[config.mk]
export PLATFORM = sky130hd
export DESIGN_NAME = dfe_cfg_sequencer
export DESIGN_NICKNAME = d
export VERILOG_FILES = /design/src/rtl/dfe_cfg_pkg.sv /design/src/rtl/dfe_cfg_seg_map.sv /design/src/rtl/dfe_cfg_sequencer.sv
export SDC_FILE = /design/constraint.sdc
export NUM_CORES = 1
export LEC_CHECK = 0
export CAP_MARGIN = 20
export CORE_MARGIN = 2
export CORE_UTILIZATION = 42
export DETAILED_ROUTE_END_ITERATION = 16
export PLACE_DENSITY = 0.8
export SLEW_MARGIN = 20
export SYNTH_ARGS = -nofsm -noshare
export SYNTH_HDL_FRONTEND = slang
export SYNTH_SLANG_ARGS = --single-unit
[constraint.sdc]
create_clock -name clk -period 2.6 [get_ports clk]
set_clock_uncertainty 0.1 [all_clocks]
set_input_delay 0.39 -clock clk [delete_from_list [all_inputs] [get_ports clk]]
set_output_delay 0.39 -clock clk [all_outputs]
set_load 0.01 [all_outputs]
[src/rtl/dfe_cfg_pkg.sv]
// DFE configuration sequencer: shared FSM type and coefficient ROM layout.
package dfe_cfg_pkg;

    typedef enum logic [3:0] {
        IDLE,
        FETCH,
        LOAD,
        WR1,
        WR2,
        RD1,
        RD2,
        CMP,
        DONE
    } state_t;

    localparam int N_IIR_SEC = 3;

    // ROM word index of each segment base, plus the final word
    localparam int IDX_FRAC = 0;
    localparam int IDX_IIR  = 72;
    localparam int IDX_CIC  = 87;
    localparam int IDX_CTRL = 88;
    localparam int IDX_LAST = 88;

    localparam logic [3:0] MSEL_FRAC = 4'b0001;
    localparam logic [3:0] MSEL_IIR  = 4'b0010;
    localparam logic [3:0] MSEL_CIC  = 4'b0100;
    localparam logic [3:0] MSEL_CTRL = 4'b1000;

    localparam int EN_FRAC = 0;
    localparam int EN_IIR  = 1;
    localparam int EN_CIC  = 2;
    localparam int EN_CTRL = 3;

    localparam logic [1:0] SEG_FRAC = 2'd0;
    localparam logic [1:0] SEG_IIR  = 2'd1;
    localparam logic [1:0] SEG_CIC  = 2'd2;
    localparam logic [1:0] SEG_CTRL = 2'd3;

endpackage

[src/rtl/dfe_cfg_seg_map.sv]
// Maps a ROM index to its bus target and finds the next enabled index.
module dfe_cfg_seg_map
    import dfe_cfg_pkg::*;
#(
    parameter int ADDR_WIDTH = 7,
    parameter int COMP       = 4,
    parameter int ROM_AW     = 7,
    parameter int N_TAP      = 72,
    parameter int NUM_DENUM  = 5
) (
    input  logic [ROM_AW-1:0]     idx,
    input  logic [3:0]            seg_en,
    output logic [COMP-1:0]       msel,
    output logic [ADDR_WIDTH-1:0] maddr,
    output logic [ROM_AW-1:0]     next_idx,
    output logic                  last,
    output logic [ROM_AW-1:0]     first_idx,
    output logic                  none
);

    localparam int CIC_I = N_TAP + N_IIR_SEC * NUM_DENUM;

    localparam logic [ROM_AW-1:0] BASE_IIR  = ROM_AW'(N_TAP);
    localparam logic [ROM_AW-1:0] BASE_CIC  = ROM_AW'(CIC_I);
    localparam logic [ROM_AW-1:0] BASE_CTRL = ROM_AW'(CIC_I + 1);
    localparam logic [ROM_AW-1:0] ONE       = ROM_AW'(1);

    logic [1:0]        seg;
    logic [ROM_AW-1:0] seg_base;
    logic [ROM_AW-1:0] seg_last;
    logic [3:0]        sel;

    always_comb begin
        seg      = SEG_FRAC;
        seg_base = '0;
        seg_last = BASE_IIR - ONE;
        sel      = MSEL_FRAC;
        if (idx >= BASE_CTRL) begin
            seg      = SEG_CTRL;
            seg_base = BASE_CTRL;
            seg_last = BASE_CTRL;
            sel      = MSEL_CTRL;
        end else if (idx >= BASE_CIC) begin
            seg      = SEG_CIC;
            seg_base = BASE_CIC;
            seg_last = BASE_CIC;
            sel      = MSEL_CIC;
        end else if (idx >= BASE_IIR) begin
            seg      = SEG_IIR;
            seg_base = BASE_IIR;
            seg_last = BASE_CIC - ONE;
            sel      = MSEL_IIR;
        end
    end

    assign msel  = COMP'(sel);
    assign maddr = ADDR_WIDTH'(idx - seg_base);

    // at a segment end, hop to the base of the next enabled segment
    always_comb begin
        next_idx = idx + ONE;
        last     = 1'b0;
        if (idx == seg_last) begin
            if (seg < SEG_IIR && seg_en[EN_IIR]) begin
                next_idx = BASE_IIR;
            end else if (seg < SEG_CIC && seg_en[EN_CIC]) begin
                next_idx = BASE_CIC;
            end else if (seg < SEG_CTRL && seg_en[EN_CTRL]) begin
                next_idx = BASE_CTRL;
            end else begin
                next_idx = '0;
                last     = 1'b1;
            end
        end
    end

    always_comb begin
        first_idx = '0;
        none      = 1'b0;
        if (seg_en[EN_FRAC]) begin
            first_idx = '0;
        end else if (seg_en[EN_IIR]) begin
            first_idx = BASE_IIR;
        end else if (seg_en[EN_CIC]) begin
            first_idx = BASE_CIC;
        end else if (seg_en[EN_CTRL]) begin
            first_idx = BASE_CTRL;
        end else begin
            none = 1'b1;
        end
    end

endmodule

[src/rtl/dfe_cfg_sequencer.sv]
// Boot-time sequencer: streams coefficient ROM words onto the chain's
// APB master port, with optional read-back compare.
module dfe_cfg_sequencer
    import dfe_cfg_pkg::*;
#(
    parameter int ADDR_WIDTH  = 7,
    parameter int PDATA_WIDTH = 32,
    parameter int COEFF_WIDTH = 20,
    parameter int COMP        = 4,
    parameter int N_TAP       = IDX_IIR - IDX_FRAC,
    parameter int NUM_DENUM   = (IDX_CIC - IDX_IIR) / N_IIR_SEC,
    parameter int ROM_AW      = 7
) (
    input  logic                          clk,
    input  logic                          rst_n,
    input  logic                          start,
    input  logic                          abort,
    input  logic [3:0]                    seg_en,
    input  logic                          verify_en,
    output logic                          rom_en,
    output logic [ROM_AW-1:0]             rom_addr,
    input  logic [COEFF_WIDTH-1:0]        rom_data,
    output logic                          MTRANS,
    output logic                          MWRITE,
    output logic [COMP-1:0]               MSELx,
    output logic [ADDR_WIDTH-1:0]         MADDR,
    output logic signed [COEFF_WIDTH-1:0] MWDATA,
    input  logic [PDATA_WIDTH-1:0]        MRDATA,
    output logic                          busy,
    output logic                          done,
    output logic                          aborted,
    output logic                          err,
    output logic [ROM_AW-1:0]             err_idx
);

    state_t                state;
    state_t                state_n;
    logic [ROM_AW-1:0]     idx;
    logic [ROM_AW-1:0]     idx_n;
    logic [3:0]            seg_q;
    logic                  verify_q;
    logic                  abort_q;
    logic [3:0]            map_en;
    logic [COMP-1:0]       msel;
    logic [ADDR_WIDTH-1:0] maddr;
    logic [ROM_AW-1:0]     next_idx;
    logic [ROM_AW-1:0]     first_idx;
    logic                  last;
    logic                  none;
    logic                  go;
    logic                  stop;
    logic                  end_word;
    logic                  mismatch;
    logic                  bus_n;
    logic                  wr_n;

    logic [PDATA_WIDTH-COEFF_WIDTH-1:0] unused_rdata;

    // live enables pick the first word; the captured copy drives the run
    assign map_en = (state == IDLE) ? seg_en : seg_q;

    dfe_cfg_seg_map #(
        .ADDR_WIDTH (ADDR_WIDTH),
        .COMP       (COMP),
        .ROM_AW     (ROM_AW),
        .N_TAP      (N_TAP),
        .NUM_DENUM  (NUM_DENUM)
    ) u_map (
        .idx       (idx),
        .seg_en    (map_en),
        .msel      (msel),
        .maddr     (maddr),
        .next_idx  (next_idx),
        .last      (last),
        .first_idx (first_idx),
        .none      (none)
    );

    assign unused_rdata = MRDATA[PDATA_WIDTH-1:COEFF_WIDTH];
    assign mismatch     = MRDATA[COEFF_WIDTH-1:0] != $unsigned(MWDATA);
    assign go           = (state == IDLE) && start;
    assign stop         = abort_q || abort;
    assign bus_n        = state_n inside {WR1, WR2, RD1, RD2};
    assign wr_n         = state_n inside {WR1, WR2};

    always_comb begin
        state_n  = state;
        idx_n    = idx;
        end_word = 1'b0;
        unique case (state)
            IDLE: begin
                if (start) begin
                    state_n = none ? DONE : FETCH;
                    idx_n   = first_idx;
                end
            end
            FETCH:   state_n = LOAD;
            LOAD:    state_n = WR1;
            WR1:     state_n = WR2;
            WR2: begin
                if (verify_q) state_n = RD1;
                else          end_word = 1'b1;
            end
            RD1:     state_n = RD2;
            RD2:     state_n = CMP;
            CMP:     end_word = 1'b1;
            DONE:    state_n = IDLE;
            default: state_n = IDLE;
        endcase
        if (end_word) begin
            if (stop || last) begin
                state_n = DONE;
            end else begin
                state_n = FETCH;
                idx_n   = next_idx;
            end
        end
    end

    always_ff @(posedge clk or negedge rst_n) begin
        if (!rst_n) begin
            state    <= IDLE;
            idx      <= '0;
            seg_q    <= '0;
            verify_q <= 1'b0;
            abort_q  <= 1'b0;
            rom_en   <= 1'b0;
            rom_addr <= '0;
            MTRANS   <= 1'b0;
            MWRITE   <= 1'b0;
            MSELx    <= '0;
            MADDR    <= '0;
            MWDATA   <= '0;
            busy     <= 1'b0;
            done     <= 1'b0;
            aborted  <= 1'b0;
            err      <= 1'b0;
            err_idx  <= '0;
        end else begin
            state    <= state_n;
            idx      <= idx_n;
            busy     <= state_n != IDLE;
            done     <= state_n == DONE;
            rom_en   <= state_n == FETCH;
            rom_addr <= (state_n == FETCH) ? idx_n : '0;
            MTRANS   <= bus_n;
            MWRITE   <= wr_n;
            MSELx    <= bus_n ? msel : '0;
            MADDR    <= bus_n ? maddr : '0;
            if (state == LOAD) MWDATA <= rom_data;
            if (state == IDLE || state_n == IDLE || state_n == DONE) begin
                abort_q <= 1'b0;
            end else begin
                abort_q <= stop;
            end
            if (go) begin
                seg_q    <= seg_en;
                verify_q <= verify_en;
                err      <= 1'b0;
                err_idx  <= '0;
                aborted  <= 1'b0;
            end
            if (end_word && stop) aborted <= 1'b1;
            if (state == CMP && mismatch && !err) begin
                err     <= 1'b1;
                err_idx <= idx;
            end
        end
    end

endmodule

==> results.ini <==
[clock_network]
root_buffer=clkbuf_8
htree_levels=3
clk_latency_ps=350
cts_hold_buffers=0
clk_pin_slew_ps=70
ctsLongestPathBuffers=2
cts_buffers=9
cts_sinks=68
cts_tree=built

[sta]
tightest_slew_ps=860
min_period_over_period=0.977
setup_ws_ps=60.5
period_needed_ps=2540
slew_viol_final=0
final-hold-violation-count=0
setup_violations=0
fin_setup_tns_ps=0
rsz0062_at_grt=yes
slew_headroom=0.427
max_freq_mhz=394

[pwr]
leakage_nw=2.18
power_density_mw_per_mm2=1110
peakVddDrop_uv=400

[drt]
wire_per_inst_um=16.3
first_pass_iters=5
met3_length_um=731
wl_um=9030
antenna_left=0
drc=0
vias=2884
drt-met1-wl_um=3800
top_layer=met4
routed-wl-met2_um=4350
viasPerCell=5.20
drt-initial-drc-count=131

[finish]
fillers=666
area_growth_pct=45.1
postLayoutCoreUtil=0.619
drive_above_1_share=0.209
final_nets=514
num_antenna_cells=0

[logic_synthesis]
syn_nets=384
ys.flop_type=dfrtp_1
netlist_instances=315
yosys_warnings=0
synth-seq-cells=68
synth_area_mm2=0.00345
yosysMostFrequentCell=dfrtp_1
synth.largest_area_cell=dfrtp_1
synth_commonest_cells=dfrtp_1 (68), mux2_2 (25), nand2_1 (21), inv_1 (16), nor2_1 (16)
synthDistinctLibCells=52
synth-async-reset-ratio=1.00
netlist.area_leader.share=0.493
syn_avg_cell_area_um2=11.0
synth-edff-count=0
ys_seq_area_frac=0.493
synthTopCellsByArea=dfrtp_1 (49%), mux2_2 (8.2%), mux2i_1 (3.8%)

[critical_path]
critPathKind=flop to flop
cp_max_fo=6
arrival_ps=2640
crit_path_end_kind=flop
cp_top_family=compound AO/OA/AOI/OAI gates
worstPathCellList=ha_4 > a21bo_2 > a221oi_2 > nand2_1 > nor4_2 > a21oi_1 > a211oi_1
required_ps=2700
cpPeakStageDelay_ps=430
path_buf_inv=0
cp-start-kind=flop
cp_slowest_cell=a211oi_1

[grt]
grt_pass1_wl_um=14000
grtUsageTotal=0.205
antenna_found_initial=0
grt_overflow=0
grt_pass1_vias=2900
grt_start_max_net_pins=69

[floorplanning]
core_area_mm2=0.00809
row_count=33
dieArea_mm2=0.00896
die_w_um=94.6
die-height_um=94.6
start_util=0.426
boundaryPins=113

[placement]
dp_hpwl_um=6850
globalplace.congestion=0.937
io_buffers=100
place_worst_setup_slack_ps=14.0

[hold_path]
hp-class=input pin to async pin

[run_status]
status=completed

[flow_run]
drv_cap=0

per-stage QoR:
stage,instance area [µm²],hold WS (ps),std cells,power [W]
2_1_floorplan,3470,-5.59,315,0.00343
3_3_place_gp,4750,371,533,0.00458
3_5_place_dp,4750,378,533,0.00468
4_1_cts,4930,165,549,0.00549
5_1_grt,5010,206,555,0.00592
6_report,5010,125,555,0.00556
flip-flops by register name, indices dropped and copies added (netlist names), 3 cells and up:
| register | count |
|---|---|
| MWDATA | 20 |
| seg_q | 3 |
| rom_addr | 7 |
| MADDR | 7 |
| state | 4 |
| idx | 7 |
| MSELx | 4 |
| err_idx | 7 |
layout by cell type, fill, tap and decap left out, drive strengths merged, types with 13 or more instances in the layout:
master and instances:
a21oi 15, buf 34, clkdlybuf4s50 99, dfrtp 68, inv 16, mux2 25
mux2i 13, nand2 22, nor2 17, xnor2 14, xor2 14
area by class of cell:
cell class	instances	area (µm²)	share of cell area
Multi-Input combinational cell	217	1680	0.335
Clock inverter	4	23.8	0.00475
Inverter	16	60.1	0.0120
Clock buffer	12	155	0.0310
Tap cell	105	131	0.0262
Timing Repair Buffer	133	1260	0.252
Sequential cell	68	1700	0.340
per-layer routing:
layer | track usage | vias to the layer above
met4 | 0.0604 | 0
met3 | 0.0662 | 11
li1 | - | 1368
met5 | 0 | -
met2 | 0.346 | 113
met1 | 0.250 | 1392
worst reg2reg max path: stages, from the launching register on:
cell and delay, ps:
dfrtp_1 420, ha_4 200, a21bo_2 220, a221oi_2 280, nand2_1 210, nor4_2 420
a21oi_1 110, a211oi_1 430
repair_timing:
item	4_1_cts	5_1_grt
buffers inserted	0	6
resized for setup	0	7
endpoints found under the setup margin	0	18
cell families after synthesis:
kind of cell | synth area share
xor gates and xnor gates | 0.0711
adders and majority gates | 0.0312
DFF | 0.493
muxes | 0.119
and+or+nand+nor | 0.137
AOI/OAI and AO/OA | 0.112
buffers and inverters | 0.0363
path summary, 6_finish.rpt:
check                              end  startpoint  slack, ps  cells past startpoint
hold / removal                MADDR[3]       rst_n        130                      2
min in group clk               aborted     abort_q        390                      2
hold reg to reg                aborted     abort_q        390                      2
setup / recovery           rom_addr[1]      idx[0]         60                      7
max in group asynchronous       idx[1]       rst_n       1700                      2
setup reg to reg           rom_addr[1]      idx[0]         60                      7
where the power goes:
group / total [W] / internal (W) / switching, W
clock network: 0.000798 / 0.000395 / 0.000402
registers: 0.00180 / 0.00148 / 0.000324
logic: 0.00295 / 0.00158 / 0.00137
No activity file was read; power rests on OpenSTA's default activity.
==> RTL change 1: new RTL, same settings <==
The parameter `COEFF_WIDTH` goes from 20 to 22.
--- a/src/rtl/dfe_cfg_sequencer.sv
+++ b/src/rtl/dfe_cfg_sequencer.sv
@@ -5,7 +5,7 @@
 #(
     parameter int ADDR_WIDTH  = 7,
     parameter int PDATA_WIDTH = 32,
-    parameter int COEFF_WIDTH = 20,
+    parameter int COEFF_WIDTH = 22,
     parameter int COMP        = 4,
     parameter int N_TAP       = IDX_IIR - IDX_FRAC,
     parameter int NUM_DENUM   = (IDX_CIC - IDX_IIR) / N_IIR_SEC,
Ports: changed (resized MWDATA and rom_data); port bits go from 113 to 117. The function was not compared with the original's and may differ.
==> RTL change 1 against the unedited design <==
- the flow now finishes with violations (negative setup slack)
- area after synthesis is 3.7% higher
- sequential cell count is 2 higher
- worst setup slack worse by 0.14 ns
- critical path depth is 5 higher
- cell count is 4.5% higher
- wire length is 1.8% higher
- cell area is 8.8% higher
- power is 14% higher
- critical path type unchanged
- largest power group unchanged
==> RTL change 1: results (changes against the unedited design) <==
* Detailed-placement wirelength estimate at 6810 um (was 6850 um)
* Number of non-clock buffers in the layout at 154 (was 133)
* Slowest cell on the critical path: or3b_4 (was a211oi_1)
* GR Util All Layers at 0.210 (was 0.205)
* CTS sink cnt at 70 (was 68)
* Pint at 3.99 mW (was 3.46 mW)
* Pwr/cell area at 1160 mW/mm^2 (was 1110 mW/mm^2)
* Setup ws final at -0.0823 ns (was 0.0605 ns)
* Largest net degree at the start of global routing at 71 (was 69)
* Slowest stage delay, CP at 0.39 ns (was 0.43 ns)
* Min-delay worst type: reg2reg (was in2async)
* DRT iter0 DRCs at 175 (was 131)
* Reg2Reg Launch Point: idx[5] (was idx[0])
* Layout net count at 541 (was 514)
* Delay-heaviest family, CP: simple AND/OR/NAND/NOR gates (was compound AO/OA/AOI/OAI gates)
* Slew @ Worst Pin at 0.501 ns (was 0.860 ns)
* Non-clk invs at 17 (was 16)
* Worst reg2reg endpoint: MADDR[6] (was rom_addr[1])
* Combinational share of power at 0.560 (was 0.532)
* Final setup violation count at 3 (was 0)
* Layout Utilization at 0.663 (was 0.619)
* Largest register FFs at 22 (was 20)
* Clock-cell share of area at 0.0395 (was 0.0357)
* Placed cell count at 556 (was 533)
* Port bufs at 106 (was 100)
* Syn_nets at 390 (was 384)
* Unique masters post-synth at 57 (was 52)
* Layout cell share with drive strength beyond 1 at 0.265 (was 0.209)
* First-pass GRT wire length at 14700 um (was 14000 um)
* Failing checks: negative setup slack
* Buffering overhead at 0.269 (was 0.252)
* CP arrival at 2.82 ns (was 2.64 ns)
* Cells after Synth at 319 (was 315)
* Final hold slack at 0.374 ns (was 0.125 ns)
* Vias in the first global route at 3023 (was 2900)
* Outcome: complete, but fails checks (was finished, final reports clean)
* Multi-input gates at 218 (was 217)
* Fraction of standard cell area that is sequential at 0.321 (was 0.340)
* Drt total wl at 9190 um (was 9030 um)
[RTL change 1: repair_timing]
action / CTS / global route
resized for setup: 4 / 14
endpoints found under the hold margin: 70 / 0
setup buffers: 6 / 2
endpoints found under the setup margin: 2 / 14
pin swaps: 11 / 11
hold buffers: 1 / 0
[RTL change 1: worst max path at each step]
stage,end,slack [ns]
floorplan,MADDR[6],-0.24
global placement,MADDR[6],-0.12
detailed placement,MADDR[6],-0.18
CTS,MADDR[6],-0.12
global route,MADDR[6],-0.17
finish,MADDR[6],-0.08
[RTL change 1: routing by layer]
metal	vias to the layer above	global-route usage	wire length, um
met1	1461	0.282	4170
li1	1431	-	-
met2	76	0.343	4460
met5	-	0	0
met4	0	0.0822	170
met3	14	0.0329	394
[RTL change 1: kinds of logic after synthesis]
kind of cell,Yosys count,share of synthesized area
xor gates and xnor gates,30,0.0735
DFF,70,0.490
buffers and inverters,31,0.0343
and+or+nand+nor,85,0.126
AOI/OAI and AO/OA,60,0.138
muxes,35,0.108
adders and majority gates,8,0.0301
==> RTL change 2: new RTL, config.mk and constraints unchanged <==
Made on the original files. `MADDR` no longer has a reset.
--- a/src/rtl/dfe_cfg_sequencer.sv
+++ b/src/rtl/dfe_cfg_sequencer.sv
@@ -129,7 +129,6 @@
             MTRANS   <= 1'b0;
             MWRITE   <= 1'b0;
             MSELx    <= '0;
-            MADDR    <= '0;
             MWDATA   <= '0;
             busy     <= 1'b0;
             done     <= 1'b0;
@@ -146,7 +145,6 @@
             MTRANS   <= bus_n;
             MWRITE   <= wr_n;
             MSELx    <= bus_n ? msel : '0;
-            MADDR    <= bus_n ? maddr : '0;
             if (state == LOAD) MWDATA <= rom_data;
             if (state == IDLE || state_n == IDLE || state_n == DONE) begin
                 abort_q <= 1'b0;
@@ -168,5 +166,9 @@
         end
     end
 
+    always_ff @(posedge clk) begin
+        MADDR <= bus_n ? maddr : '0;
+    end
+
 endmodule
 
Formal check against the unedited RTL: differs if rst_n is asserted again (counterexample within 10 cycles, from zero or initial values and one cycle with rst_n low); with rst_n held inactive, the same outputs for 10 cycles.
==> RTL change 2 against the unedited design <==
- sequential power decreased by 3%
- power increased by 1.5%
- hold slack improved by 0.27 ns
- clock power increased by 6.6%
- cell area increased by 0.52%
- area after synthesis decreased by 0.83%
- worst setup slack got worse by 0.039 ns
- wire length decreased by 2.5%
- count of clock-buffer cells in the layout unchanged
- sequential cell count unchanged
- global-route usage increased by 0.67 points
- critical path type unchanged
==> RTL change 2: results (changes against the unedited design) <==
* Worst R2R Path Depth at 7 (unchanged)
* Post-synth top cells: dfrtp_1 (61), mux2_2 (25), nor2_1 (23) (was dfrtp_1 (68), mux2_2 (25), nand2_1 (21))
* Placed cell count at 536 (was 533)
* Largest register FFs at 20 (unchanged)
* DRT iter0 DRCs at 170 (was 131)
* Gpl congestion at 0.926 (was 0.937)
* Pint at 3.57 mW (was 3.46 mW)
* Unique masters post-synth at 52 (unchanged)
* CTS clk-pin slew, worst paths at 0.07 ns (about the same)
* Hold path startpoint: aborted
* Outcome: finished, final reports clean (unchanged)
* Worst VDD drop at 550 uV (was 400 uV)
* Clk root buf: clkbuf_8 (unchanged)
* Syn_nets at 388 (was 384)
* Pre-antenna DRT Iters at 4 (was 5)
* Vias at 2911 (was 2884)
* Antenna Cells at 0 (unchanged)
* Port bufs at 100 (unchanged)
* Place WS at 0.0240 ns (was 0.0140 ns)
* Min-delay worst type: reg2reg (was in2async)
* Most flops, register: MWDATA (unchanged)
* Largest net degree at the start of global routing at 62 (was 69)
* Top cells by area, synth: dfrtp_1 (45%), mux2_2 (8.2%), xnor2_1 (4.9%), dfxtp_1 (4.1%), mux2i_1 (2.9%) (was dfrtp_1 (49%), mux2_2 (8.2%), mux2i_1 (3.8%), xnor2_1 (3.6%), xor2_1 (3.6%))
* Reg2Reg Launch Point: state[2] (was idx[0])
* R2R setup slack at 0.02 ns (was 0.06 ns)
* First-pass GRT wire length at 14500 um (was 14000 um)
* Layout cell share with drive strength beyond 1 at 0.208 (was 0.209)
* CP arrival at 2.69 ns (was 2.64 ns)
* Syn_area_per_cell at 10.7 um^2 (was 11.0 um^2)
* Detailed-placement wirelength estimate at 6670 um (was 6850 um)
* Ys Warns at 0 (unchanged)
* Leakage at 2.13 nW (was 2.18 nW)
* Vias in the first global route at 2952 (was 2900)
* CP Max Fanout at 4 (was 6)
* Layout net count at 521 (was 514)
* Final hold slack at 0.393 ns (was 0.125 ns)
* Hold path endpoint: aborted
* Clock Latency Late Sink at between 0.3 and 0.4 ns
* Post-synth ARST share at 0.897 (was 1.00)
* Cell Area, Placed at 0.00471 mm^2 (was 0.00475 mm^2)
* Max Root-Sink Buffers at 2 (unchanged)
* CTS Buf Count at 9 (unchanged)
* Worst reg2reg endpoint: rom_addr[6] (was rom_addr[1])
* GR Util All Layers at 0.211 (was 0.205)
* Drt total wl at 8800 um (was 9030 um)
* Initial antenna violation count at 0 (unchanged)
* Clock H-tree levels at 3 (unchanged)
* Hold Path Depth at 2
* Fin cells at 559 (was 555)
* Relative slew slack at 0.659 (was 0.427)
* Sequential fraction of the synthesis area at 0.487 (was 0.493)
## RTL change 2: cell count changes after synthesis, moves of 5 or more
cell     delta
nor2_1      +7
dfxtp_1     +7
dfrtp_1     -7
nor3_1      +5
buf_2       -5
xor2_1      -6
o21ai_0     +7
xnor2_1     +5
## RTL change 2: worst max-delay path by stage
stage,start,endpoint,slack (ns),cells after the start
2_1_floorplan,state[3],rom_addr[6],0.006,7
3_3_place_gp,state[3],rom_addr[6],0.07,7
3_5_place_dp,state[3],rom_addr[6],0.02,6
4_1_cts,state[3],rom_addr[6],0.002,6
5_1_grt,state[2],rom_addr[6],-0.03,7
6_report,state[2],rom_addr[6],0.02,7
## RTL change 2: what timing repair did
action                     4_1_cts  5_1_grt
resized for setup                0       15
setup endpoints to repair        0        6
hold endpoints to repair        61        0
hold buffers                     1        0
setup buffers                    0        6
## RTL change 2: cell type report
cell class                      count  area [um^2]
Multi-Input combinational cell    225         1710
Fill cell                         613         2770
Sequential cell                    68         1670
Inverter                           14         52.6
Timing Repair Buffer              134         1290
Tap cell                          102          128
Clock inverter                      4         48.8
Clock buffer                       12          145
## RTL change 2: metal layers
layer / wire [um] / vias to the layer above / part of all wire / GRT usage
li1: - / 1399 / - / -
met1: 3750 / 1383 / 0.43 / 0.268
met2: 4150 / 113 / 0.47 / 0.354
met3: 737 / 16 / 0.084 / 0.0514
met4: 167 / 0 / 0.019 / 0.0700
met5: 0 / - / 0 / 0
## RTL change 2: power by group through the flow
stage               clock network (mW)  logic [mW]  registers, mW
finish                           0.851        3.04           1.75
global route                     0.920        3.30           1.81
CTS                              0.871        2.92           1.75
detailed placement                   0        2.90           1.77
global placement                     0        2.84           1.74
floorplan                            0        1.47           1.91
## RTL change 2: worst max-delay path, cell delays in order, from the launching register on
cell and delay, ns:
dfrtp_1 0.41, nor4_4 0.42, mux2_4 0.36, a21bo_4 0.24
a211o_4 0.36, a222oi_1 0.33, buf_4 0.17, a2111oi_2 0.04
## RTL change 2: cells by family (layout without fill, tap and decap cells)
kind of cell             Yosys count  in the layout  synth area share
flip-flops                        68             68             0.487
AO/OA/AOI/OAI                     57             57             0.115
adder cells (fa/ha/maj)            8              8            0.0314
multiplexers                      35             35             0.112
buffers and inverters             26            164            0.0336
XOR/XNOR                          27             27            0.0691
AND/OR/NAND/NOR                   98             98             0.152
